## src/rtl/andor3_sweep.sv

```systemverilog
// andor3_sweep
// Exhaustive stimulus-and-capture stage for a 3-input AND-OR block.
// On an accepted start it drives each {c,b,a} combination 0..7 in turn.
// Each vector is held for HOLD_CYCLES settling cycles and then sampled once.
// The captured y/z responses are presented as two 8-bit truth-table words.
//
// Ports:
//   clk       - single clock, rising edge
//   rst_n     - asynchronous active-low reset
//   start     - sweep request, acted on only when idle
//   y, z      - outputs of the AND-OR stage under test
//   a, b, c   - stimulus bits (vec_idx bits while busy, else 0)
//   vec_idx   - index of the vector currently driven, 0 when idle
//   busy      - high while vectors are being driven/sampled
//   done      - one-cycle pulse after the last sample
//   result_y  - bit i = y captured for vector i
//   result_z  - bit i = z captured for vector i
module andor3_sweep #(
  parameter int HOLD_CYCLES = 2
) (
  input  logic       clk,
  input  logic       rst_n,
  input  logic       start,
  input  logic       y,
  input  logic       z,
  output logic       a,
  output logic       b,
  output logic       c,
  output logic [2:0] vec_idx,
  output logic       busy,
  output logic       done,
  output logic [7:0] result_y,
  output logic [7:0] result_z
);

  typedef enum logic [1:0] {
    S_IDLE   = 2'd0,
    S_DRIVE  = 2'd1,
    S_SAMPLE = 2'd2,
    S_DONE   = 2'd3
  } state_t;

  // Last counter value seen in DRIVE before moving to SAMPLE.
  localparam logic [7:0] HOLD_LAST = 8'(HOLD_CYCLES - 1);

  state_t     state;
  state_t     state_nx;
  logic [7:0] cnt;
  logic [7:0] cnt_nx;
  logic [2:0] idx_nx;
  logic       busy_nx;
  logic       done_nx;
  logic [7:0] ry_nx;
  logic [7:0] rz_nx;

  // Next-state and next-output logic.
  always_comb begin
    state_nx = state;
    cnt_nx   = cnt;
    idx_nx   = vec_idx;
    busy_nx  = 1'b0;
    done_nx  = 1'b0;
    ry_nx    = result_y;
    rz_nx    = result_z;
    case (state)
      // The closing edge of DONE behaves like an IDLE edge, so a start that
      // is held high restarts the sweep on the first edge after DONE.
      S_IDLE, S_DONE: begin
        idx_nx = 3'd0;
        if (start) begin
          state_nx = S_DRIVE;
          cnt_nx   = 8'd0;
          ry_nx    = 8'd0;
          rz_nx    = 8'd0;
          busy_nx  = 1'b1;
        end else begin
          state_nx = S_IDLE;
        end
      end
      S_DRIVE: begin
        busy_nx = 1'b1;
        cnt_nx  = cnt + 8'd1;
        if (cnt == HOLD_LAST) begin
          state_nx = S_SAMPLE;
        end else begin
          state_nx = S_DRIVE;
        end
      end
      S_SAMPLE: begin
        ry_nx[vec_idx] = y;
        rz_nx[vec_idx] = z;
        if (vec_idx == 3'd7) begin
          state_nx = S_DONE;
          idx_nx   = 3'd0;
          done_nx  = 1'b1;
        end else begin
          state_nx = S_DRIVE;
          idx_nx   = vec_idx + 3'd1;
          cnt_nx   = 8'd0;
          busy_nx  = 1'b1;
        end
      end
      default: begin
        state_nx = S_IDLE;
        idx_nx   = 3'd0;
      end
    endcase
  end

  // State and registered outputs; reset clears everything immediately.
  always_ff @(posedge clk or negedge rst_n) begin
    if (!rst_n) begin
      state    <= S_IDLE;
      cnt      <= 8'd0;
      vec_idx  <= 3'd0;
      busy     <= 1'b0;
      done     <= 1'b0;
      result_y <= 8'd0;
      result_z <= 8'd0;
    end else begin
      state    <= state_nx;
      cnt      <= cnt_nx;
      vec_idx  <= idx_nx;
      busy     <= busy_nx;
      done     <= done_nx;
      result_y <= ry_nx;
      result_z <= rz_nx;
    end
  end

  // Stimulus follows the registered index; gated so it is 0 whenever idle.
  assign a = busy & vec_idx[0];
  assign b = busy & vec_idx[1];
  assign c = busy & vec_idx[2];

endmodule

```

## config.mk

```make
export PLATFORM = sky130hd
export DESIGN_NAME = andor3_sweep
export DESIGN_NICKNAME = d
export VERILOG_FILES = /design/src/rtl/andor3_sweep.sv
export SDC_FILE = /design/constraint.sdc
export NUM_CORES = 1
export LEC_CHECK = 0
export BUFFER_PORTS_ARGS = -buffer_cell sky130_fd_sc_hd__buf_2
export CORE_MARGIN = 4
export CORE_UTILIZATION = 35
export CTS_CLUSTER_SIZE = 20
export DETAILED_ROUTE_END_ITERATION = 12
export GPL_ROUTABILITY_DRIVEN = 0
export GPL_TIMING_DRIVEN = 0
export SETUP_SLACK_MARGIN = 0.5
export SLEW_MARGIN = 30
export SYNTH_ARGS = -nofsm -noshare
export SYNTH_HDL_FRONTEND = slang
export SYNTH_SLANG_ARGS = --single-unit
export TNS_END_PERCENT = 1
```

## constraint.sdc

```tcl
create_clock -name clk -period 4.2 [get_ports clk]
set_input_delay 0.63 -clock clk [delete_from_list [all_inputs] [get_ports clk]]
set_output_delay 0.63 -clock clk [all_outputs]
set_load 0.01 [all_outputs]
```

==> PnR_summary.wiki <==
{| class="wikitable"
! Metric !! Value
|-
| Cts bufs inserted || 5
|-
| Final Net Count || 236
|-
| Area growth, synth to finish || 19.96%
|-
| Source of the critical timing path || state[0]$_DFF_PN0_
|-
| Number of cell instances on the worst register-to-register path || 7
|-
| Bufs and invs on worst path || 3
|-
| Number of iterations in the first detailed-routing pass || 4
|-
| First-pass GRT wire length || 7.465 mm
|-
| Count of nets left with antenna violations after detail routing || 0
|-
| Post-synth net total || 201
|-
| Count of inserted antenna diode cells || 0
|-
| Leakage power of the design || 0.8689 nW
|-
| Num rows || 25
|-
| Via count of the first global-routing pass || 1,490
|-
| Total Routing Usage GR || 15.71%
|-
| Height of the die || 77.93 um
|-
| Routed via count || 1,587
|-
| Post-route fraction of the period consumed by the critical path || 48.84%
|-
| Required time of the critical path || 4360 ps
|-
| Maximum vdd drop || 0.2252 mV
|-
| RSZ-0062 raised after global routing || false
|-
| Via count normalized by instance count || 5.435
|-
| Peak Freq || 487.5 MHz
|-
| Slowest-stage cell, CP || clkbuf_1
|-
| Largest net degree at the start of global routing || 32
|-
| # clock sinks || 31
|-
| Number of endpoints failing setup at the final stage || 0
|-
| Final TNS setup || 0 ps
|-
| Worst-case setup margin in the final layout || 2149 ps
|-
| Layout cells sized above 1 || 18.67%
|-
| Avg Cell Area, Syn || 9.056 sq um
|-
| Clock latency at the later pin of the worst-skew pair || 290 ps
|-
| Library cells used by synthesis || 29
|-
| Register bit count reported by yosys || 31
|-
| Grt ovf || 0
|-
| Worst reg-to-reg setup slack || 2150 ps
|-
| I/O pin total || 29
|-
| Category of the worst setup path launch point || flop
|-
| Post-synthesis instance area || 1712 sq um
|-
| Area of all sequential standard cells || 775.7 sq um
|-
| Drt wl/cell || 15.34 um
|-
| Arrival time reported for the critical path endpoint || 2210 ps
|-
| Clock-pin slew on the worst setup and hold paths || 70 ps
|-
| Number of cells produced by synthesis || 189
|-
| Most frequent cells in the layout || 33 x buf_2, 31 x dfrtp_1, 25 x o21ai_0, 19 x nor2_1, 16 x a31oi_1
|-
| Most frequent standard cell in the layout excluding fill and tap cells || buf_2
|-
| Synth warnings || 0
|-
| Die area || 6073 sq um
|-
| # Max-Cap Violations || 0
|-
| Initial antenna violation count || 0
|-
| Crit Path Max Fanout || 10
|-
| Number of design rule violations left after detail routing || 0
|-
| HPWL reported at the end of detailed placement || 3.022 mm
|-
| Capturing element of the worst setup path || result_z[5]$_DFFE_PN0P_
|-
| Depth of the critical timing path with buffers and inverters included || 7
|-
| Post-Route WL || 4.480 mm
|-
| Total setup buffers inserted after CTS || 0
|-
| Max-slew violation count || 0
|-
| Worst-margin pin slew || 713.4 ps
|-
| Critical path class || flop to flop
|-
| Post-place setup slack || 2198 ps
|-
| Family with the most delay on the worst path || buffers and inverters
|-
| Path category of the worst min-delay check || input port to async pin
|-
| Largest clock skew in the final design || 10.60 ps
|-
| Horiz. Die Dim || 77.93 um
|-
| CP Cell Sequence || inv_1, ha_1, nor2b_1, buf_2, clkbuf_1, o21ai_0, o311ai_0
|-
| Count of final hold-check violations || 0
|-
| CTS Hold Bufs || 0
|-
| Run status || finished, final reports clean
|-
| Initial Util || 36.24%
|-
| Critical path endpoint category || flop
|-
| Total power density per cell area || 316.1 nW/um^2
|-
| Relative slew slack || 52.44%
|-
| # H-tree levels || 2
|-
| Filler Cells Inserted || 484
|-
| Clock Path Buffers || 2
|-
| Share of synthesized area occupied by flip-flops and latches || 45.32%
|-
| Clock tree from TritonCTS || yes
|-
| Area taken by multi-input logic gates || 862.1 sq um
|-
| Buffer cell driving the clock tree root || clkbuf_8
|-
| End of the worst register-to-register path || result_z[5]$_DFFE_PN0P_
|-
| Number of port buffers || 28
|-
| Min Clock Period, post-route || 2051 ps
|-
| Slowest Stage Delay on Critical Path || 430 ps
|-
| Core Area || 4723 sq um
|-
| CTS-repair resized insts || 0
|-
| Reg-to-Reg Start || state[0]$_DFF_PN0_
|-
| Number of DRC violations after detailed-routing iteration 0 || 153
|}
[sequential cells by signal (all words and copies together), names as in the netlist]
signal,cells
result_z,8
result_y,8
vec_idx,3
busy,1
state,2
cnt,8
done,1
[final cells by class]
cell class	instances	share of cell area [%]
inverters	7	1.280
clock buffers	6	4.022
well taps	67	4.083
clock inverters	2	1.706
flip-flops and latches	31	37.78
plain buffers	11	2.316
repair buffers	28	6.825
multi-input cells	140	41.99
[synth_stat cells]
cell type	number	area share (%)
dfrtp_1	31	45
o21ai_0	25	7.3
nor2_1	19	4.2
a31oi_1	16	5.8
o311ai_0	15	7.7
nand2_1	12	2.6
ha_1	7	5.1
inv_1	7	1.5
nand3_1	7	2.0
and2_1	5	1.8
buf_2	5	1.5
clkbuf_1	5	1.1
nand2b_1	5	1.8
a21oi_1	4	1.2
nand3b_1	4	1.8
or3_1	3	1.1
or3b_1	3	1.5
a21o_1	2	0.88
nor2b_1	2	0.73
o311ai_1	2	1.0
o31ai_1	2	0.88
buf_1	1	0.22
nand3_2	1	0.58
nand4_1	1	0.37
nor3_1	1	0.29
nor4_1	1	0.37
o211ai_1	1	0.44
or2_1	1	0.37
or4_1	1	0.44
[per-stage QoR]
step	power [W]	util [%]	hold slack (ps)	instance area, sq um	instances
6_report	0.0006490	43.47	386.7	2053	292
2_1_floorplan	0.0003287	-	334.4	1712	189
5_1_grt	0.0006788	43.47	449.8	2053	292
3_3_place_gp	0.0003484	40.98	508.1	1936	284
4_1_cts	0.0006603	43.47	414.4	2053	292
3_5_place_dp	0.0003489	40.98	503.5	1936	284
[routing by layer]
| layer | share of wire (%) | routed length (um) | global-route usage, % | up-vias |
|---|---|---|---|---|
| li1 | - | - | - | 784 |
| met1 | 45 | 1994 | 21.16 | 741 |
| met2 | 48 | 2141 | 23.80 | 58 |
| met3 | 6.9 | 308 | 5.336 | 4 |
| met4 | 0.80 | 36 | 4.720 | 0 |
| met5 | 0 | 0 | 0 | - |
[power breakdown]
| group | internal [W] | switching (W) | leakage [nW] | total [W] |
|---|---|---|---|---|
| logic | 0.0000107 | 0.0000193 | 0.452 | 0.0000300 |
| registers | 0.000306 | 0.00000602 | 0.356 | 0.000313 |
| clock network | 0.000192 | 0.000115 | 0.0612 | 0.000306 |
[worst min-delay path by stage]
stage / end / cells after the start / slack, ps / from
floorplan: busy$_DFF_PN0_ / 0 / 330 / rst_n
global placement: cnt[4]$_DFFE_PN0P_ / 1 / 510 / cnt[4]$_DFFE_PN0P_
detailed placement: cnt[4]$_DFFE_PN0P_ / 1 / 500 / cnt[4]$_DFFE_PN0P_
CTS: result_y[4]$_DFFE_PN0P_ / 1 / 410 / rst_n
global route: result_y[4]$_DFFE_PN0P_ / 1 / 450 / rst_n
finish: result_z[4]$_DFFE_PN0P_ / 1 / 390 / rst_n
[logic make-up after synthesis]
family                     Yosys count  share of synthesized area [%]
adders and majority gates            7                          5.117
buffers and inverters               18                          4.313
AOI/OAI and AO/OA                   67                          25.22
DFF                                 31                          45.32
and+or+nand+nor                     66                          20.03
Note: power is estimated with default switching activity, not from simulation.
